## config.mk

```make
export PLATFORM = sky130hd
export DESIGN_NAME = dbg_cmd_frontend_flat
export DESIGN_NICKNAME = d
export VERILOG_FILES = /design/src/rtl/dbg_cmd_frontend_if.sv /design/src/rtl/dbg_cmd_frontend.sv /design/src/flat_wrapper.sv
export SDC_FILE = /design/constraint.sdc
export NUM_CORES = 1
export LEC_CHECK = 0
export CAP_MARGIN = 0
export CORE_MARGIN = 2
export CORE_UTILIZATION = 55
export DETAILED_ROUTE_END_ITERATION = 10
export PLACE_DENSITY = 0.83
export SKIP_CTS_REPAIR_TIMING = 1
export SYNTH_ARGS = -nofsm -noshare
export SYNTH_HDL_FRONTEND = slang
export SYNTH_SLANG_ARGS = --single-unit
export TNS_END_PERCENT = 10
```

## constraint.sdc

```tcl
create_clock -name clk -period 2.8 [get_ports clk]
set_clock_uncertainty 0.1 [all_clocks]
set_input_delay 0.56 -clock clk [delete_from_list [all_inputs] [get_ports clk]]
set_output_delay 0.56 -clock clk [all_outputs]
set_load 0.02 [all_outputs]
```

## src/rtl/dbg_cmd_frontend_if.sv

```systemverilog
// Debug bus between the host-side command front end (master) and core_dbg_module (slave).
interface dbg_intf;
    logic [7:0]  cmd;
    logic [31:0] addr;
    logic [31:0] data_dbg_dut;
    logic [31:0] data_dut_dbg;
    logic        dut_done;

    modport master (output cmd, addr, data_dbg_dut, input data_dut_dbg, dut_done);
    modport slave  (input cmd, addr, data_dbg_dut, output data_dut_dbg, dut_done);
endinterface

```

## src/rtl/dbg_cmd_frontend.sv

```systemverilog
// Byte-stream debug command front end: frames requests, drives dbg_intf, returns a response frame.
// Optional frame checksums are enabled by defining DBG_FRAME_CHK_EN.
module dbg_cmd_frontend #(
    parameter int unsigned TIMEOUT_CYCLES = 1024
) (
    input  logic       clk,
    input  logic       rstn_i,
    input  logic [7:0] rx_data_i,
    input  logic       rx_valid_i,
    output logic       rx_ready_o,
    output logic [7:0] tx_data_o,
    output logic       tx_valid_o,
    input  logic       tx_ready_i,
    dbg_intf.master    dbg_bus
);

`ifdef DBG_FRAME_CHK_EN
    localparam int unsigned REQ_LEN = 10;
    localparam int unsigned RSP_LEN = 6;
`else
    localparam int unsigned REQ_LEN = 9;
    localparam int unsigned RSP_LEN = 5;
`endif
    localparam int unsigned TO_W = (TIMEOUT_CYCLES > 1) ? $clog2(TIMEOUT_CYCLES + 1) : 1;

    typedef enum logic [2:0] {S_RX, S_CHECK, S_WAIT, S_RELEASE, S_TX} state_t;

    state_t          state_q, state_d;
    logic [3:0]      rx_cnt_q;
    logic [2:0]      tx_cnt_q, tx_cnt_d;
    logic [7:0]      cmd_sh;
    logic [31:0]     addr_sh, data_sh;
    logic [7:0]      cmd_q;
    logic [31:0]     addr_q, data_q;
    logic [7:0]      status_q, status_d;
    logic [31:0]     resp_q, resp_d;
    logic [TO_W-1:0] to_cnt_q;
    logic            rx_fire, tx_fire, rx_last, tx_last;
    logic            cmd_legal, chk_ok, timeout_hit, load_cmd, drop_cmd;

`ifdef DBG_FRAME_CHK_EN
    // Running XOR over every request byte including the checksum; a good frame folds to zero.
    logic [7:0] rx_xor_q;
    assign chk_ok = (rx_xor_q == 8'h00);
`else
    assign chk_ok = 1'b1;
`endif

    assign rx_ready_o  = (state_q == S_RX);
    assign rx_fire     = rx_valid_i & rx_ready_o;
    assign tx_fire     = tx_valid_o & tx_ready_i;
    assign rx_last     = (rx_cnt_q == 4'(REQ_LEN - 1));
    assign tx_last     = (tx_cnt_q == 3'(RSP_LEN - 1));
    assign cmd_legal   = (cmd_sh >= 8'h01) && (cmd_sh <= 8'h06);
    assign timeout_hit = (TIMEOUT_CYCLES != 0) && (to_cnt_q == TO_W'(TIMEOUT_CYCLES - 1));

    assign dbg_bus.cmd          = cmd_q;
    assign dbg_bus.addr         = addr_q;
    assign dbg_bus.data_dbg_dut = data_q;

    function automatic logic [7:0] rsp_byte(input logic [2:0] idx, input logic [7:0] st,
                                            input logic [31:0] w);
        case (idx)
            3'd0:    return st;
            3'd1:    return w[7:0];
            3'd2:    return w[15:8];
            3'd3:    return w[23:16];
            3'd4:    return w[31:24];
`ifdef DBG_FRAME_CHK_EN
            default: return st ^ w[7:0] ^ w[15:8] ^ w[23:16] ^ w[31:24];
`else
            default: return 8'h00;
`endif
        endcase
    endfunction

    // NOTE: every output of a combinational block gets a default first, otherwise a latch is inferred.
    always_comb begin
        state_d  = state_q;
        tx_cnt_d = tx_cnt_q;
        status_d = status_q;
        resp_d   = resp_q;
        load_cmd = 1'b0;
        drop_cmd = 1'b0;
        case (state_q)
            S_RX: if (rx_fire && rx_last) state_d = S_CHECK;
            S_CHECK: begin
                if (!chk_ok) begin
                    status_d = 8'hEC;
                    resp_d   = '0;
                    state_d  = S_TX;
                end else if (cmd_legal) begin
                    load_cmd = 1'b1;
                    state_d  = S_WAIT;
                end else begin
                    status_d = 8'hE1;
                    resp_d   = '0;
                    state_d  = S_TX;
                end
            end
            S_WAIT: begin
                // A done arriving on the timeout cycle still returns real data.
                if (dbg_bus.dut_done) begin
                    status_d = 8'hA5;
                    resp_d   = dbg_bus.data_dut_dbg;
                    drop_cmd = 1'b1;
                    state_d  = S_RELEASE;
                end else if (timeout_hit) begin
                    status_d = 8'hEE;
                    resp_d   = '0;
                    drop_cmd = 1'b1;
                    state_d  = S_RELEASE;
                end
            end
            S_RELEASE: if (!dbg_bus.dut_done) state_d = S_TX;
            S_TX: begin
                if (tx_fire) begin
                    if (tx_last) begin
                        tx_cnt_d = '0;
                        state_d  = S_RX;
                    end else begin
                        tx_cnt_d = tx_cnt_q + 3'd1;
                    end
                end
            end
            default: state_d = S_RX;
        endcase
    end

    // NOTE: sequential state uses non-blocking assignments so all registers update from pre-edge values.
    always_ff @(posedge clk or negedge rstn_i) begin
        if (!rstn_i) state_q <= S_RX;
        else         state_q <= state_d;
    end

    always_ff @(posedge clk or negedge rstn_i) begin
        if (!rstn_i) begin
            rx_cnt_q   <= '0;
            tx_cnt_q   <= '0;
            cmd_sh     <= '0;
            addr_sh    <= '0;
            data_sh    <= '0;
            cmd_q      <= '0;
            addr_q     <= '0;
            data_q     <= '0;
            status_q   <= '0;
            resp_q     <= '0;
            to_cnt_q   <= '0;
            tx_data_o  <= '0;
            tx_valid_o <= 1'b0;
`ifdef DBG_FRAME_CHK_EN
            rx_xor_q   <= '0;
`endif
        end else begin
            // Address and data bytes arrive LSB first, so shift each new byte in at the top.
            if (rx_fire) begin
                rx_cnt_q <= rx_last ? 4'd0 : rx_cnt_q + 4'd1;
                if (rx_cnt_q == 4'd0)      cmd_sh  <= rx_data_i;
                else if (rx_cnt_q <= 4'd4) addr_sh <= {rx_data_i, addr_sh[31:8]};
                else if (rx_cnt_q <= 4'd8) data_sh <= {rx_data_i, data_sh[31:8]};
`ifdef DBG_FRAME_CHK_EN
                rx_xor_q <= (rx_cnt_q == 4'd0) ? rx_data_i : (rx_xor_q ^ rx_data_i);
`endif
            end

            if (load_cmd) begin
                cmd_q    <= cmd_sh;
                addr_q   <= addr_sh;
                data_q   <= data_sh;
                to_cnt_q <= '0;
            end else begin
                if (drop_cmd) cmd_q <= '0;
                if (state_q == S_WAIT) to_cnt_q <= to_cnt_q + TO_W'(1);
            end

            status_q   <= status_d;
            resp_q     <= resp_d;
            tx_cnt_q   <= tx_cnt_d;
            tx_valid_o <= (state_d == S_TX);
            if (state_d == S_TX) tx_data_o <= rsp_byte(tx_cnt_d, status_d, resp_d);
        end
    end

endmodule

```

## src/flat_wrapper.sv

```systemverilog
// flat-port wrapper written by rule: the top's interface ports become plain ports
module dbg_cmd_frontend_flat 
#(
    parameter int unsigned TIMEOUT_CYCLES = 1024
)
  (clk, rstn_i, rx_data_i, rx_valid_i, rx_ready_o, tx_data_o, tx_valid_o, tx_ready_i, dbg_bus_cmd, dbg_bus_addr, dbg_bus_data_dbg_dut, dbg_bus_data_dut_dbg, dbg_bus_dut_done);
  dbg_intf dbg_bus_i ();
  input  logic clk;
  input  logic rstn_i;
  input  logic [7:0] rx_data_i;
  input  logic rx_valid_i;
  output logic rx_ready_o;
  output logic [7:0] tx_data_o;
  output logic tx_valid_o;
  input  logic tx_ready_i;
  output wire logic [$bits(dbg_bus_i.cmd)-1:0] dbg_bus_cmd;
  output wire logic [$bits(dbg_bus_i.addr)-1:0] dbg_bus_addr;
  output wire logic [$bits(dbg_bus_i.data_dbg_dut)-1:0] dbg_bus_data_dbg_dut;
  input wire logic [$bits(dbg_bus_i.data_dut_dbg)-1:0] dbg_bus_data_dut_dbg;
  input wire logic [$bits(dbg_bus_i.dut_done)-1:0] dbg_bus_dut_done;
  assign dbg_bus_cmd = dbg_bus_i.cmd;
  assign dbg_bus_addr = dbg_bus_i.addr;
  assign dbg_bus_data_dbg_dut = dbg_bus_i.data_dbg_dut;
  assign dbg_bus_i.data_dut_dbg = dbg_bus_data_dut_dbg;
  assign dbg_bus_i.dut_done = dbg_bus_dut_done;
  dbg_cmd_frontend #(.TIMEOUT_CYCLES(TIMEOUT_CYCLES)) u_core (.clk(clk), .rstn_i(rstn_i), .rx_data_i(rx_data_i), .rx_valid_i(rx_valid_i), .rx_ready_o(rx_ready_o), .tx_data_o(tx_data_o), .tx_valid_o(tx_valid_o), .tx_ready_i(tx_ready_i), .dbg_bus(dbg_bus_i));
endmodule
```

==> out/results.tsv, run 1 <==
stage	metric	value	unit
pwr	Leakage	5.37	nW
finish	Multi-input gate area	0.00366	sq mm
worst_setup_path	cell chain of the critical path	nor3_2 > clkdlybuf4s50_1	
cts	Worst-path clk slew	0.06	ns
worst_setup_path	WP data arrival	1.99	ns
pwr	Power per Cell Area	1050	mW/mm^2
logic_synthesis	Compound-Gate Fraction of Synth Area	0.122	
detailed_routing	final wirelength	22800	um
grt	GRT Resource Usage Total	0.253	
grt	initial antenna violation count	1	
sta	worst slew margin relative to its limit	0.351	
finish	commonest non-fill, non-tap cell in the layout	nand2_1	
floorplanning	Starting Density	0.564	
grt	first-pass GRT wire length	37000	um
logic_synthesis	yosys warns	0	
hold_path	worst min-delay path class	input port to async pin	
finish	# diodes	0	
finish	share of layout cells above drive strength 1	0.147	
worst_setup_path	CP startpoint kind	register	
floorplanning	Die ar.	0.0181	sq mm
sta	setup TNS	0	ns
logic_synthesis	XOR/XNOR share of the synthesized area	0.00749	
cts	Num CTS Buffers	22	
floorplanning	I/O Pins	127	
worst_setup_path	Worst setup EP type	output port	
cts	CTS tree	done	
cts	Num Clock Sinks	214	
pwr	peak supply drop	0.750	mV
detailed_routing	vias	7177	
place	Port Buffer Count	126	
logic_synthesis	ys flop type	dfrtp_1	
run_status	failing checks	negative hold slack	
logic_synthesis	Syn Std Cell Area	0.00936	sq mm
cts	CTS max path bufs	3	
sta	clock period minus worst slack	2.65	ns
sta	f_max	378	MHz
finish	storage element area	0.00536	sq mm
finish	most frequent cells in the layout	nand2_1 (249), dfrtp_1 (214), clkdlybuf4s50_1 (125), mux2_2 (73), o211ai_1 (34)	
detailed_routing	initial drt markers	593	
logic_synthesis	Synth Register Bits	214	
finish	Syn-to-layout area delta	23.7	%
detailed_routing	Post-DRT Antenna Nets	0	
sta	worst hold margin	-0.0327	ns
logic_synthesis	FFs w/ async S/R, synth	1.00	
finish	# nets final	1036	
logic_synthesis	Syn Nets	921	
cts	Clock Latency Late Sink	0.50	ns
sta	Final Cycle Share	0.946	
place	Routability Congestion	0.890	
detailed_routing	DRT Pass-1 Iters	5	
floorplanning	Rows	47	
sta	final-report setup violation count	0	
worst_setup_path	CP peak stage delay	0.68	ns
logic_synthesis	Post-Synth Simple-Gate Area	0.162	
logic_synthesis	mux cell area share after synthesis	0.0878	
cts	H-tree depth	1	
place	Detailed Place HPWL	14400	um
worst_setup_path	type of the worst setup path	register to output port	
detailed_routing	average wire per standard cell	18.7	um
logic_synthesis	Post-Syn Instances	871	
logic_synthesis	sequential share of the synthesized area	0.572	
logic_synthesis	largest family of logic cells by synthesized area	simple AND/OR/NAND/NOR gates	
logic_synthesis	number of synthesized flops with an enable pin	0	
detailed_routing	vias per inst	5.87	
grt	vias in the first global route	7113	
logic_synthesis	average instance area after synthesis	10.7	sq um
floorplanning	die height	134	um
worst_setup_path	Slowest cell on crit path	clkdlybuf4s50_1	
grt	GR Overflow Total	0	
worst_setup_path	CP max FO	12	
worst_setup_path	worst endpoint required time	2.14	ns
finish	filler instances	1196	
logic_synthesis	count of different cell masters after synthesis	65	
floorplanning	core area	0.0166	sq mm
cts	Root Buffer	clkbuf_16	
floorplanning	Die X-Extent	134	um
place	Placement Setup Slack	0.0873	ns
sta	final hold violation count	62	
job	Max Cap Viol	0	
grt	largest net degree at the start of global routing	79	
run_status	status	complete, but fails checks	
sta	Final Max Slew Viols	0	
sta	Slew @ Worst Pin	0.966	ns
sta	RSZ-0062 raised after global routing	no	
detailed_routing	Residual DRC	0	
sta	final worst slack	0.152	ns
logic_synthesis	adder-cell share of the synthesized area	0.00668	
==> critical path: cells and delay by family (launching register included) <==
kind,cells,cell delay (ns)
buf+inv,1,0.68
flops,1,0.54
simple gates,1,0.27
==> sequential cells by signal (all words and copies together) (netlist names) <==
signal / flops
u_core.dbg_bus.data_dbg_dut: 32
u_core.status_q: 8
u_core.tx_cnt_q: 3
u_core.addr_sh: 32
u_core.data_sh: 32
u_core.tx_data_o: 8
u_core.tx_valid_o: 1
u_core.dbg_bus.addr: 32
u_core.rx_cnt_q: 4
u_core.resp_q: 32
u_core.to_cnt_q: 11
u_core.state_q: 3
u_core.dbg_bus.cmd: 8
u_core.cmd_sh: 8
==> logic make-up after synthesis <==
family	count (synthesis)
fa+ha+maj	5
flops	214
simple gates	343
compound gates	162
mux	73
buf+inv	66
xor+xnor	8
==> final timing paths <==
path                               startpoint                        endpoint  slack, ns  cells past startpoint
max                         u_core.state_q[0]                      rx_ready_o       0.15                      2
min                                    rstn_i                u_core.resp_q[8]      -0.03                      1
max reg2reg                u_core.to_cnt_q[0]             u_core.tx_data_o[2]       0.18                      7
min reg2reg                 u_core.data_sh[1]  u_core.dbg_bus.data_dbg_dut[1]       0.37                      2
max in group asynchronous              rstn_i          u_core.dbg_bus.addr[4]       1.84                      2
min in group clk            u_core.data_sh[1]  u_core.dbg_bus.data_dbg_dut[1]       0.37                      2
==> synthesized netlist by cell type, types with 7 or more instances <==
library cell    n  area [sq um]
nand2_1       250           938
clkbuf_1       22          82.6
buf_6           9           101
dfrtp_1       214          5360
o21ai_0        18          90.1
mux2_2         73           822
a21oi_1        33           165
o31ai_1         8          60.1
and2_1          7          43.8
a22oi_1        19           143
xor2_1          7          61.3
inv_1          12          45.0
nor2_1         22          82.6
o211ai_1       34           255
nand3_1        14          70.1
nor3_1         10          50.1
buf_2          14          70.1
a32oi_1        20           175
==> metal layers <==
| metal | routed length (um) | track usage |
|---|---|---|
| met5 | 11 | 0 |
| met3 | 1780 | 0.0578 |
| met1 | 9500 | 0.343 |
| met4 | 524 | 0.0649 |
| met2 | 11000 | 0.415 |
==> layout make-up <==
cell class / count / area share
sequential: 214 / 0.463
multi-input combinational: 591 / 0.316
timing repair buffer: 145 / 0.129
clock buffer: 32 / 0.0561
tap: 220 / 0.0238
clock inverter: 8 / 0.00821
inverter: 12 / 0.00389
==> through the flow <==
stage	util	instances	hold slack, ns	total power, mW	area (sq um)
after floorplan	-	871	0.164	7.48	9360
after global placement	0.653	1182	0.346	8.95	10800
after detailed placement	0.653	1182	0.351	9.12	10800
after CTS	0.698	1222	-0.0218	12.2	11600
after global routing	0.698	1222	0.00269	12.8	11600
final	0.698	1222	-0.0327	12.1	11600
==> power by group <==
group	internal, mW	leakage, nW	switching, mW
clock	1.80	0.362	1.21
combinational	1.94	2.24	2.05
sequential	4.28	2.77	0.877
total	8.02	5.37	4.13
Note: power is estimated with default switching activity, not from simulation.
==> run 2, diff against run 1 <==
Settings changed: CAP_MARGIN 0 to not set, CORE_MARGIN 2 to not set, CORE_UTILIZATION 55 to 57, CTS_BUF_LIST set to sky130_fd_sc_hd__clkbuf_8, PLACE_DENSITY 0.83 to 0.85.
==> out/results.tsv, run 2 (synthesis gave the netlist of run 1 again) <==
stage	metric	value	unit
sta	Slew @ Worst Pin	0.918	ns
finish	storage element area	0.00536	sq mm
worst_setup_path	worst setup path startpoint	u_core.state_q[0]	
detailed_routing	Post-DRT Antenna Nets	0	
place	Placement Setup Slack	0.0469	ns
sta	final hold violation count	0	
pwr	Leakage	5.42	nW
pwr	Combinational Power Share	0.338	
worst_setup_path	type of the worst setup path	register to output port	
detailed_routing	routed wl met2	11100	um
worst_setup_path	WP data arrival	2.00	ns
finish	filler instances	1095	
pwr	NetSw	4.17	mW
grt	first-pass GRT wire length	37700	um
floorplanning	core area	0.0159	sq mm
worst_setup_path	reg2reg start	u_core.to_cnt_q[0]	
worst_setup_path	worst endpoint required time	2.14	ns
worst_setup_path	CP startpoint kind	register	
grt	vias in the first global route	7348	
sta	worst slew margin relative to its limit	0.383	
grt	GR Overflow Total	0	
job	Max Cap Viol	0	
place	dpl cells	1182	
detailed_routing	met3 wire len	1910	um
finish	share of layout cells above drive strength 1	0.164	
floorplanning	Starting Density	0.587	
detailed_routing	vias per inst	5.88	
sta	final worst slack	0.138	ns
hold_path	worst min-delay path class	register to register	
finish	finished layout cell area	0.0116	sq mm
worst_setup_path	worst r2r path cells	7	
pwr	clock power share	0.227	
floorplanning	die height	130	um
place	Detailed Place HPWL	14800	um
hold_path	Hold Path Origin	u_core.addr_sh[0]	
grt	GRT Resource Usage Total	0.288	
detailed_routing	DRT Pass-1 Iters	5	
pwr	peak supply drop	0.692	mV
cts	CTS max path bufs	3	
detailed_routing	initial drt markers	589	
pwr	Design Power	11.9	mW
detailed_routing	vias	7315	
detailed_routing	Post-Route M1 WL	9680	um
finish	Syn-to-layout area delta	23.6	%
finish	# diodes	0	
cts	Worst-path clk slew	0.06	ns
pwr	Power per Cell Area	1030	mW/mm^2
grt	largest net degree at the start of global routing	78	
finish	most frequent cells in the layout	nand2_1 (249), dfrtp_1 (214), clkdlybuf4s50_1 (125), mux2_2 (73), clkbuf_8 (44)	
finish	# nets final	1055	
floorplanning	Rows	46	
sta	final-report setup violation count	0	
finish	Multi-input gate area	0.00366	sq mm
detailed_routing	Residual DRC	0	
floorplanning	Die X-Extent	130	um
floorplanning	Die ar.	0.0169	sq mm
sta	setup TNS	0	ns
pwr	Int Power	7.72	mW
finish	commonest non-fill, non-tap cell in the layout	nand2_1	
sta	clock period minus worst slack	2.66	ns
cts	CTS tree	done	
sta	Final Max Slew Viols	0	
sta	Final Cycle Share	0.951	
hold_path	hold depth	2	
run_status	status	complete, no violations	
worst_setup_path	CP max FO	12	
worst_setup_path	Worst setup EP type	output port	
finish	non-filler instance count after layout	1244	
place	Post-DP Area	0.0108	sq mm
sta	f_max	376	MHz
cts	Num Clock Sinks	214	
pwr	switching share of power	0.351	
grt	initial antenna violation count	0	
cts	Num CTS Buffers	36	
cts	Root Buffer	clkbuf_8	
floorplanning	I/O Pins	127	
detailed_routing	final wirelength	23400	um
cts	H-tree depth	2	
pwr	sequential share of power	0.435	
place	Routability Congestion	0.906	
cts	Clock Latency Late Sink	0.51	ns
detailed_routing	average wire per standard cell	18.8	um
place	Port Buffer Count	126	
sta	RSZ-0062 raised after global routing	yes	
detailed_routing	uppermost layer routed	met4	
run 2: cell count changes in the layout (fill, tap and decap cells not counted), sizes merged:
cell / previous run / this run
clkinvlp: 2 / 3
bufinv: 2 / 1
dlygate4sd3: 0 / 1
buf: 19 / 23
inv: 12 / 22
clkbuf: 33 / 44
run 2: power groups by stage:
stage,clock (mW),combinational (mW),sequential [mW]
final,2.70,4.02,5.18
after global routing,2.88,4.35,5.32
after CTS,2.75,4.02,5.16
after detailed placement,0,3.97,5.18
after global placement,0,3.82,5.13
after floorplan,0,2.14,5.34
run 2: area by class of cell:
class	count	share of cell area
multi-input combinational	591	0.316
sequential	214	0.463
inverter	12	0.00390
tap	216	0.0234
clock buffer	43	0.0512
clock inverter	18	0.00952
timing repair buffer	150	0.133
run 2: worst paths after layout:
kind	to	slack, ns
max	rx_ready_o	0.14
min	u_core.dbg_bus.addr[0]	0.36
max reg2reg	u_core.tx_data_o[2]	0.14
min reg2reg	u_core.dbg_bus.addr[0]	0.36
max in group asynchronous	u_core.to_cnt_q[8]	1.37
min in group asynchronous	u_core.tx_cnt_q[1]	0.51
run 2: worst max-delay path: stages, from the launching register on:
cell,delay [ns]
dfrtp_1,0.52
nor3_2,0.28
clkdlybuf4s50_1,0.69
run 2: through the flow:
stage,hold slack [ns],utilization
final,0.360,0.725
after global placement,0.349,0.680
after detailed placement,0.354,0.680
after CTS,-0.0631,0.724
after global routing,0.388,0.725
after floorplan,0.164,-
run 2: layer usage:
metal / GRT usage / up-vias
li1: - / 3316
met2: 0.454 / 298
met4: 0.113 / 0
met1: 0.382 / 3639
met5: 0 / -
met3: 0.0767 / 62
